**config.mk**
```make
export PLATFORM = sky130hd
export DESIGN_NAME = multi_sensor_stream_gen
export DESIGN_NICKNAME = d
export VERILOG_FILES = /design/src/rtl/sensor_stream_pkg.sv /design/src/rtl/sensor_chan_fifo.sv /design/src/rtl/multi_sensor_stream_gen.sv
export SDC_FILE = /design/constraint.sdc
export NUM_CORES = 2
export LEC_CHECK = 0
export ABC_CLOCK_PERIOD_IN_PS = 24800
export BUFFER_PORTS_ARGS = -buffer_cell sky130_fd_sc_hd__buf_2
export CORE_MARGIN = 5
export CORE_UTILIZATION = 55
export DETAILED_ROUTE_END_ITERATION = 10
export GPL_TIMING_DRIVEN = 0
export PLACE_DENSITY = 0.73
export SLEW_MARGIN = 0
export SYNTH_ARGS = -nofsm -noshare
export SYNTH_HDL_FRONTEND = slang
export SYNTH_SLANG_ARGS = --single-unit
```
**constraint.sdc**
```tcl
create_clock -name clock -period 24.8 [get_ports clock]
set_clock_uncertainty 0.15 [all_clocks]
set_input_delay 1.24 -clock clock [delete_from_list [all_inputs] [get_ports clock]]
set_output_delay 1.24 -clock clock [all_outputs]
set_load 0.01 [all_outputs]
```
**src/rtl/sensor_stream_pkg.sv**
```systemverilog
// Shared definitions for the multi-channel sensor stream emulator.
//   - Payload width and LFSR polynomial taps (x^16 + x^14 + x^13 + x^11 + 1)
//   - LFSR seed rule and single-step function
//   - Field-position helpers for the {ch_id, seq, payload} sample word
package sensor_stream_pkg;

  localparam int unsigned PAYLOAD_W = 16;

  // Tap mask for bits 15, 13, 12, 10 (polynomial exponents 16, 14, 13, 11).
  localparam logic [PAYLOAD_W-1:0] LFSR_TAPS = 16'hB400;

  // Channel c seeds with c+1 so no channel ever starts in the all-zero lock-up state.
  function automatic logic [PAYLOAD_W-1:0] lfsr_seed(int unsigned c);
    return PAYLOAD_W'(c + 1);
  endfunction

  // Fibonacci form, shifting left with the feedback bit entering at bit 0.
  function automatic logic [PAYLOAD_W-1:0] lfsr_step(logic [PAYLOAD_W-1:0] s);
    return {s[PAYLOAD_W-2:0], ^(s & LFSR_TAPS)};
  endfunction

  // Word layout, MSB first: ch_id (chw bits), seq (iw bits), zero-extended payload.
  function automatic int unsigned ch_lsb(int unsigned dw, int unsigned chw);
    return dw - chw;
  endfunction

  function automatic int unsigned seq_lsb(int unsigned dw, int unsigned chw, int unsigned iw);
    return dw - chw - iw;
  endfunction

endpackage

```
**src/rtl/sensor_chan_fifo.sv**
```systemverilog
// Per-channel sample FIFO with show-ahead read data.
// Ports:
//   clock, reset  system clock, asynchronous active-high reset
//   push, wdata   write request and word; accepted when not full, or when full and popping
//   pop           read request; ignored when empty
//   rdata         word at the head of the queue (valid while !empty)
//   full, empty   occupancy flags, derived from the registered count
module sensor_chan_fifo #(
  parameter int unsigned DEPTH = 4,
  parameter int unsigned WIDTH = 8
) (
  input  logic             clock,
  input  logic             reset,
  input  logic             push,
  input  logic [WIDTH-1:0] wdata,
  input  logic             pop,
  output logic [WIDTH-1:0] rdata,
  output logic             full,
  output logic             empty
);

  localparam int unsigned AW = $clog2(DEPTH);

  logic [AW-1:0]    wptr_q, rptr_q;
  logic [AW:0]      count_q;
  logic [WIDTH-1:0] mem_q [DEPTH];
  logic             do_push, do_pop;

  assign empty = (count_q == '0);
  assign full  = (count_q == (AW + 1)'(DEPTH));

  // A pop at full frees the slot the push lands in, so both proceed.
  assign do_pop  = pop & ~empty;
  assign do_push = push & (~full | do_pop);

  assign rdata = mem_q[rptr_q];

  always_ff @(posedge clock or posedge reset) begin
    if (reset) begin
      wptr_q  <= '0;
      rptr_q  <= '0;
      count_q <= '0;
    end else begin
      if (do_push) wptr_q <= wptr_q + 1'b1;
      if (do_pop)  rptr_q <= rptr_q + 1'b1;
      if (do_push && !do_pop) begin
        count_q <= count_q + 1'b1;
      end else if (!do_push && do_pop) begin
        count_q <= count_q - 1'b1;
      end
    end
  end

  always_ff @(posedge clock) begin
    if (do_push) mem_q[wptr_q] <= wdata;
  end

endmodule

```
**src/rtl/multi_sensor_stream_gen.sv**
```systemverilog
// Multi-channel sensor stream emulator feeding the Bluetooth packetiser path.
// Each channel emits a tagged sample every period[c] cycles into its own FIFO; a downstream
// arbiter picks a channel with rd_sel/rd_en and receives the word one cycle later.
// Ports:
//   clock, reset  system clock, asynchronous active-high reset
//   enable        global run; 0 freezes every tick counter (reads continue)
//   mode          payload: 0 = sequence number, 1 = per-channel LFSR
//   period        packed per-channel periods, channel c at [c*PERIOD_WIDTH +: PERIOD_WIDTH]; 0 = off
//   rd_en, rd_sel single-cycle read request and channel select
//   ready         bit c set while FIFO c holds data
//   data_out      last delivered word {ch_id, seq, payload}; holds between reads
//   data_valid    1-cycle pulse with each delivered word
//   index         sequence number of the delivered word
//   rd_err        1-cycle pulse for a read of an empty or out-of-range channel
//   overflow      sticky per-channel flag: at least one sample was dropped
module multi_sensor_stream_gen
  import sensor_stream_pkg::*;
#(
  parameter int unsigned NUM_CH       = 8,
  parameter int unsigned DATA_WIDTH   = 110,
  parameter int unsigned INDEX_WIDTH  = 6,
  parameter int unsigned DEPTH        = 4,
  parameter int unsigned PERIOD_WIDTH = 16,
  parameter int unsigned CH_W         = (NUM_CH > 1) ? $clog2(NUM_CH) : 1
) (
  input  logic                           clock,
  input  logic                           reset,
  input  logic                           enable,
  input  logic                           mode,
  input  logic [NUM_CH*PERIOD_WIDTH-1:0] period,
  input  logic                           rd_en,
  input  logic [CH_W-1:0]                rd_sel,
  output logic [NUM_CH-1:0]              ready,
  output logic [DATA_WIDTH-1:0]          data_out,
  output logic                           data_valid,
  output logic [INDEX_WIDTH-1:0]         index,
  output logic                           rd_err,
  output logic [NUM_CH-1:0]              overflow
);

  localparam int unsigned PAD_W   = DATA_WIDTH - CH_W - INDEX_WIDTH;
  localparam int unsigned SEQ_LSB = seq_lsb(DATA_WIDTH, CH_W, INDEX_WIDTH);

  logic [NUM_CH-1:0]                 gen;
  logic [NUM_CH-1:0]                 pop;
  logic [NUM_CH-1:0]                 fifo_full;
  logic [NUM_CH-1:0]                 fifo_empty;
  logic [NUM_CH-1:0][DATA_WIDTH-1:0] fifo_rdata;
  logic [NUM_CH-1:0][DATA_WIDTH-1:0] wr_word;

  logic                   sel_empty;
  logic [DATA_WIDTH-1:0]  sel_word;
  logic                   rd_ok;

  logic [DATA_WIDTH-1:0]  data_q;
  logic [INDEX_WIDTH-1:0] index_q;
  logic                   data_valid_q;
  logic                   rd_err_q;
  logic [NUM_CH-1:0]      ovf_q;

  for (genvar c = 0; c < NUM_CH; c++) begin : g_ch
    logic [PERIOD_WIDTH-1:0] per;
    logic [PERIOD_WIDTH-1:0] cnt_q, cnt_d;
    logic [INDEX_WIDTH-1:0]  seq_q;
    logic [PAYLOAD_W-1:0]    lfsr_q;
    logic [PAYLOAD_W-1:0]    payload;

    assign per = period[c*PERIOD_WIDTH +: PERIOD_WIDTH];

    // >= rather than == so a period shortened below the running count fires on the next edge.
    assign gen[c] = enable && (per != '0) && (cnt_q >= per - 1'b1);

    always_comb begin
      cnt_d = cnt_q;
      if (enable) begin
        if (per == '0 || gen[c]) begin
          cnt_d = '0;
        end else begin
          cnt_d = cnt_q + 1'b1;
        end
      end
    end

    always_ff @(posedge clock or posedge reset) begin
      if (reset) begin
        cnt_q  <= '0;
        seq_q  <= '0;
        lfsr_q <= lfsr_seed(c);
      end else begin
        cnt_q <= cnt_d;
        // seq advances even when the sample is dropped so gaps are visible downstream.
        if (gen[c]) begin
          seq_q  <= seq_q + 1'b1;
          lfsr_q <= lfsr_step(lfsr_q);
        end
      end
    end

    assign payload    = mode ? lfsr_q : PAYLOAD_W'(seq_q);
    assign wr_word[c] = {CH_W'(c), seq_q, PAD_W'(payload)};
    assign pop[c]     = rd_ok && (rd_sel == CH_W'(c));

    sensor_chan_fifo #(
      .DEPTH (DEPTH),
      .WIDTH (DATA_WIDTH)
    ) u_fifo (
      .clock (clock),
      .reset (reset),
      .push  (gen[c]),
      .wdata (wr_word[c]),
      .pop   (pop[c]),
      .rdata (fifo_rdata[c]),
      .full  (fifo_full[c]),
      .empty (fifo_empty[c])
    );
  end

  // An rd_sel beyond NUM_CH-1 matches no channel and so reads as empty, giving rd_err.
  always_comb begin
    sel_empty = 1'b1;
    sel_word  = '0;
    for (int unsigned c = 0; c < NUM_CH; c++) begin
      if (rd_sel == CH_W'(c)) begin
        sel_empty = fifo_empty[c];
        sel_word  = fifo_rdata[c];
      end
    end
  end

  // Empty is judged on the registered state, so a same-cycle push never falls through.
  assign rd_ok = rd_en & ~sel_empty;

  always_ff @(posedge clock or posedge reset) begin
    if (reset) begin
      data_q       <= '0;
      index_q      <= '0;
      data_valid_q <= 1'b0;
      rd_err_q     <= 1'b0;
      ovf_q        <= '0;
    end else begin
      data_valid_q <= rd_ok;
      rd_err_q     <= rd_en & ~rd_ok;
      if (rd_ok) begin
        data_q  <= sel_word;
        index_q <= sel_word[SEQ_LSB +: INDEX_WIDTH];
      end
      // A pop on the same channel makes room, so only an un-popped full FIFO drops.
      ovf_q <= ovf_q | (gen & fifo_full & ~pop);
    end
  end

  assign ready      = ~fifo_empty;
  assign data_out   = data_q;
  assign index      = index_q;
  assign data_valid = data_valid_q;
  assign rd_err     = rd_err_q;
  assign overflow   = ovf_q;

endmodule

```
==> metrics.md <==
| Metric | Value |
|---|---|
| Status | finished, final reports clean |
| Final setup margin | ~19000 ps |
| Hold/Removal Path Class | flop to flop |
| Synthesized area per cell | 14.3 um^2 |
| Xor/xnor share of the synthesized area | 5.28% |
| Hold-fix buffer count after cts | 0 |
| Min-delay src | overflow[7]$_DFF_PP0_ |
| Clock buffer depth | 3 |
| Clock Pin Slew Worst Setup and Hold Paths | about 60 ps |
| Slew @ Worst Pin | ~1400 ps |
| Post-synth top area share | 41.3% |
| First drt pass iteration count | 5 |
| Req. time, crit path | around 25000 ps |
| Drt drc | 0 |
| Share of cells above drive strength 1 | between 20% and 30% |
| Commonest non-fill, non-tap cells in the layout | 704 x edfxtp_1, 382 x dfrtp_1, 192 x nand2_1, 192 x ha_1, 189 x buf_2 |
| Post-CTS Setup Bufs | 0 |
| Yosys cell types | just over 80 |
| IO Port Bufs | about 180 |
| Final Hold Fails | 0 |
| Period utilization | 23.0% |
| Leakage | 23.7 nW |
| Die Y | roughly 320 um |
| I/O pin count | 270 |
| Reg2reg start | g_ch[3].cnt_q[4]$_DFFE_PP0P_ |
| Synth Flop Type | edfxtp_1 |
| Global Route Usage Sum | between 20% and 30% |
| Crit path time final | ~5700 ps |
| Synth top area cells | edfxtp_1 41%, dfrtp_1 19%, mux4_2 7.8% |
| Fillers | between 6000 and 7000 |
| Power Dens Cells | between 80 and 90 nW/um^2 |
| Root Driver | clkbuf_16 |
| Syn. warnings | 0 |
| Multiplexer area fraction after synthesis | between 10% and 20% |
| Synth async-reset ratio | 35.9% |
| Die Wd | between 300 and 400 um |
| Drt wl/cell | approximately 22 um |
| Final setup TNS | 0 ps |
| DR vias | 30339 |
| Simple logic cell fraction of the synthesized area | under 10% |
| Post-detail-place hpwl | roughly 84 mm |
| Slew HR | under 10% |
| Post-route core utilization | 62.5% |
| First DRT Iteration DRCs | 2726 |
| Synth Area in Compound Gates | around 4.7% |
| Crit path kind | input port to flop |
| RSZ-0062 raised after global routing | false |
| Largest area contributor in the netlist | edfxtp_1 |
| Design Power | around 4.7 mW |
| Starting Density | 55.2% |
| Antenna-violating nets left | 0 |
| Number of flops mapped to enable cells by yosys | about 700 |
| Setup-failing EPs final | 0 |
| Vias/cell | approximately 5.7 |
| Max Fclk | 175 MHz |
| Post-CTS resize count | 0 |
| Post-place setup slack | approximately 18000 ps |
| Clk sinks | around 1100 |
| Die Area | approximately 100000 um^2 |
| H-Tree Depth | 3 |
| Largest net degree at the start of global routing | between 100 and 150 |
| Commonest non-fill, non-tap cell in the layout | edfxtp_1 |
| Row count | approximately 110 |
| Num CTS Buffers | approximately 110 |
| Mapped Cells | about 3600 |
| Number of synthesized register bits | about 1100 |
| Crit path from | period[2] |
| Critical path endpoint category | flop |
| Area of the core | around 93000 um^2 |
| Overflow after GRT | 0 |
| Worst-Skew Late Latency | about 670 ps |
| Area delta synth->final | 13.3% |
| Final Net Count | 4303 |
| Crit path max fanout | 22 |
| Maximum vdd drop | 0.0000555 V |
| CTS tree | built |
| GP Congestion | between 0.8 and 0.9 |
| MaxCap Viol Count | 0 |
| Adder-Cell Fraction of Synth Area | roughly 5.0% |
| Mapped Area | ~50000 um^2 |
| WL final | ~120 mm |
| Final Max Tran Viols | 0 |
| First-pass GRT wire length | 181 mm |
| Vias in the first global route | 30409 |
| Post-synthesis sequential area ratio | approximately three fifths |
| Main combinational cell family by area after synthesis | multiplexers |
| Crit start category | input port |
| Initial antenna violation count | 4 |
| Crit path DAT | around 5800 ps |
-- area by class of cell --
cell class,count,area [um^2],area share [%]
Clock buffer,160,3080,5.31
Clock inverter,44,502,0.865
Tap cell,1254,1570,2.70
Inverter,102,390,0.673
Multi-Input combinational cell,2232,18900,32.6
Timing Repair Buffer,197,1280,2.21
Sequential cell,1099,31000,53.5
Buffer,228,1270,2.19
Antenna cell,1,2.50,0.00431
-- sequential cells by signal, indices dropped and copies added (netlist names), 8 cells and up --
name,flops
g_ch.u_fifo.rptr_q,16
g_ch.lfsr_q,128
overflow,8
g_ch.cnt_q,128
g_ch.seq_q,48
g_ch.u_fifo.count_q,24
g_ch.u_fifo.mem_q,704
data_out,20
g_ch.u_fifo.wptr_q,16
-- metal layers --
layer | vias up | part of all wire, % | track usage (%)
li1 | 13966 | - | -
met1 | 15183 | 41 | 32.5
met2 | 1004 | 49 | 39.2
met3 | 184 | 7.3 | 4.48
met4 | 2 | 3.2 | 7.68
met5 | - | 0.0094 | 0
-- critical path: stages --
cell and delay, ps:
buf_2 120, nor2_1 220, nand3_1 120, or3_1 350, nor2b_1 290, nand2_1 110, xor2_1 160, ha_1 290
nand2_1 60, nor2_1 160, o211ai_1 130, o21ai_1 930, and3_1 310, clkbuf_1 280, and2_1 1050
-- cell usage after synthesis (all sizes together), types with 14 or more instances --
cell type / n
inv: 101
a22o: 18
ha: 192
a21oi: 129
clkbuf: 96
a31oi: 14
edfxtp: 704
and2: 115
nor2: 178
buf: 132
or3: 21
xor2: 132
nand2: 194
nand3: 91
a21o: 23
o21ai: 113
dfrtp: 382
nor4: 24
and3: 46
or4: 14
nor3: 56
nand4: 52
xnor2: 177
mux2: 199
mux2i: 24
mux4: 178
-- through the flow --
| step | hold WS (ps) | std cells | area (um^2) |
|---|---|---|---|
| floorplan | 305 | 3661 | 51600 |
| global placement | 294 | 5096 | 54000 |
| detailed placement | 311 | 5112 | 54400 |
| CTS | 328 | 5316 | 58000 |
| global route | 341 | 5317 | 58000 |
| finish | 318 | 5317 | 58000 |
-- where the power goes --
part | leakage, nW | switching, mW | internal [mW] | total (mW)
Sequential | 12.3 | 0.115 | 2.03 | 2.14
Combinational | 9.70 | 0.494 | 0.393 | 0.887
Clock | 1.73 | 0.686 | 0.955 | 1.64
Total | 23.7 | 1.29 | 3.37 | 4.67
-- cells by family after synthesis --
group,count (synthesis)
mux,401
flops,1099
xor+xnor,309
compound gates,391
buf+inv,330
simple gates,846
other cells,1
fa+ha+maj,200
-- worst paths after layout --
| path | endpoint | slack (ps) | depth (start not counted) |
|---|---|---|---|
| min in group asynchronous | g_ch[1].u_fifo.wptr_q[1]$_DFFE_PP0P_ | 540 | 2 |
| max | g_ch[0].u_fifo.mem_q[3][14]$_DFFE_PP_ | 19090 | 15 |
| min reg2reg | overflow[7]$_DFF_PP0_ | 320 | 1 |
| min | overflow[7]$_DFF_PP0_ | 320 | 1 |
| max in group asynchronous | g_ch[6].lfsr_q[1]$_DFFE_PP1P_ | 22460 | 4 |
| max reg2reg | g_ch[3].u_fifo.count_q[1]$_DFFE_PP0P_ | 20480 | 10 |
No activity file was read; power rests on OpenSTA's default activity.
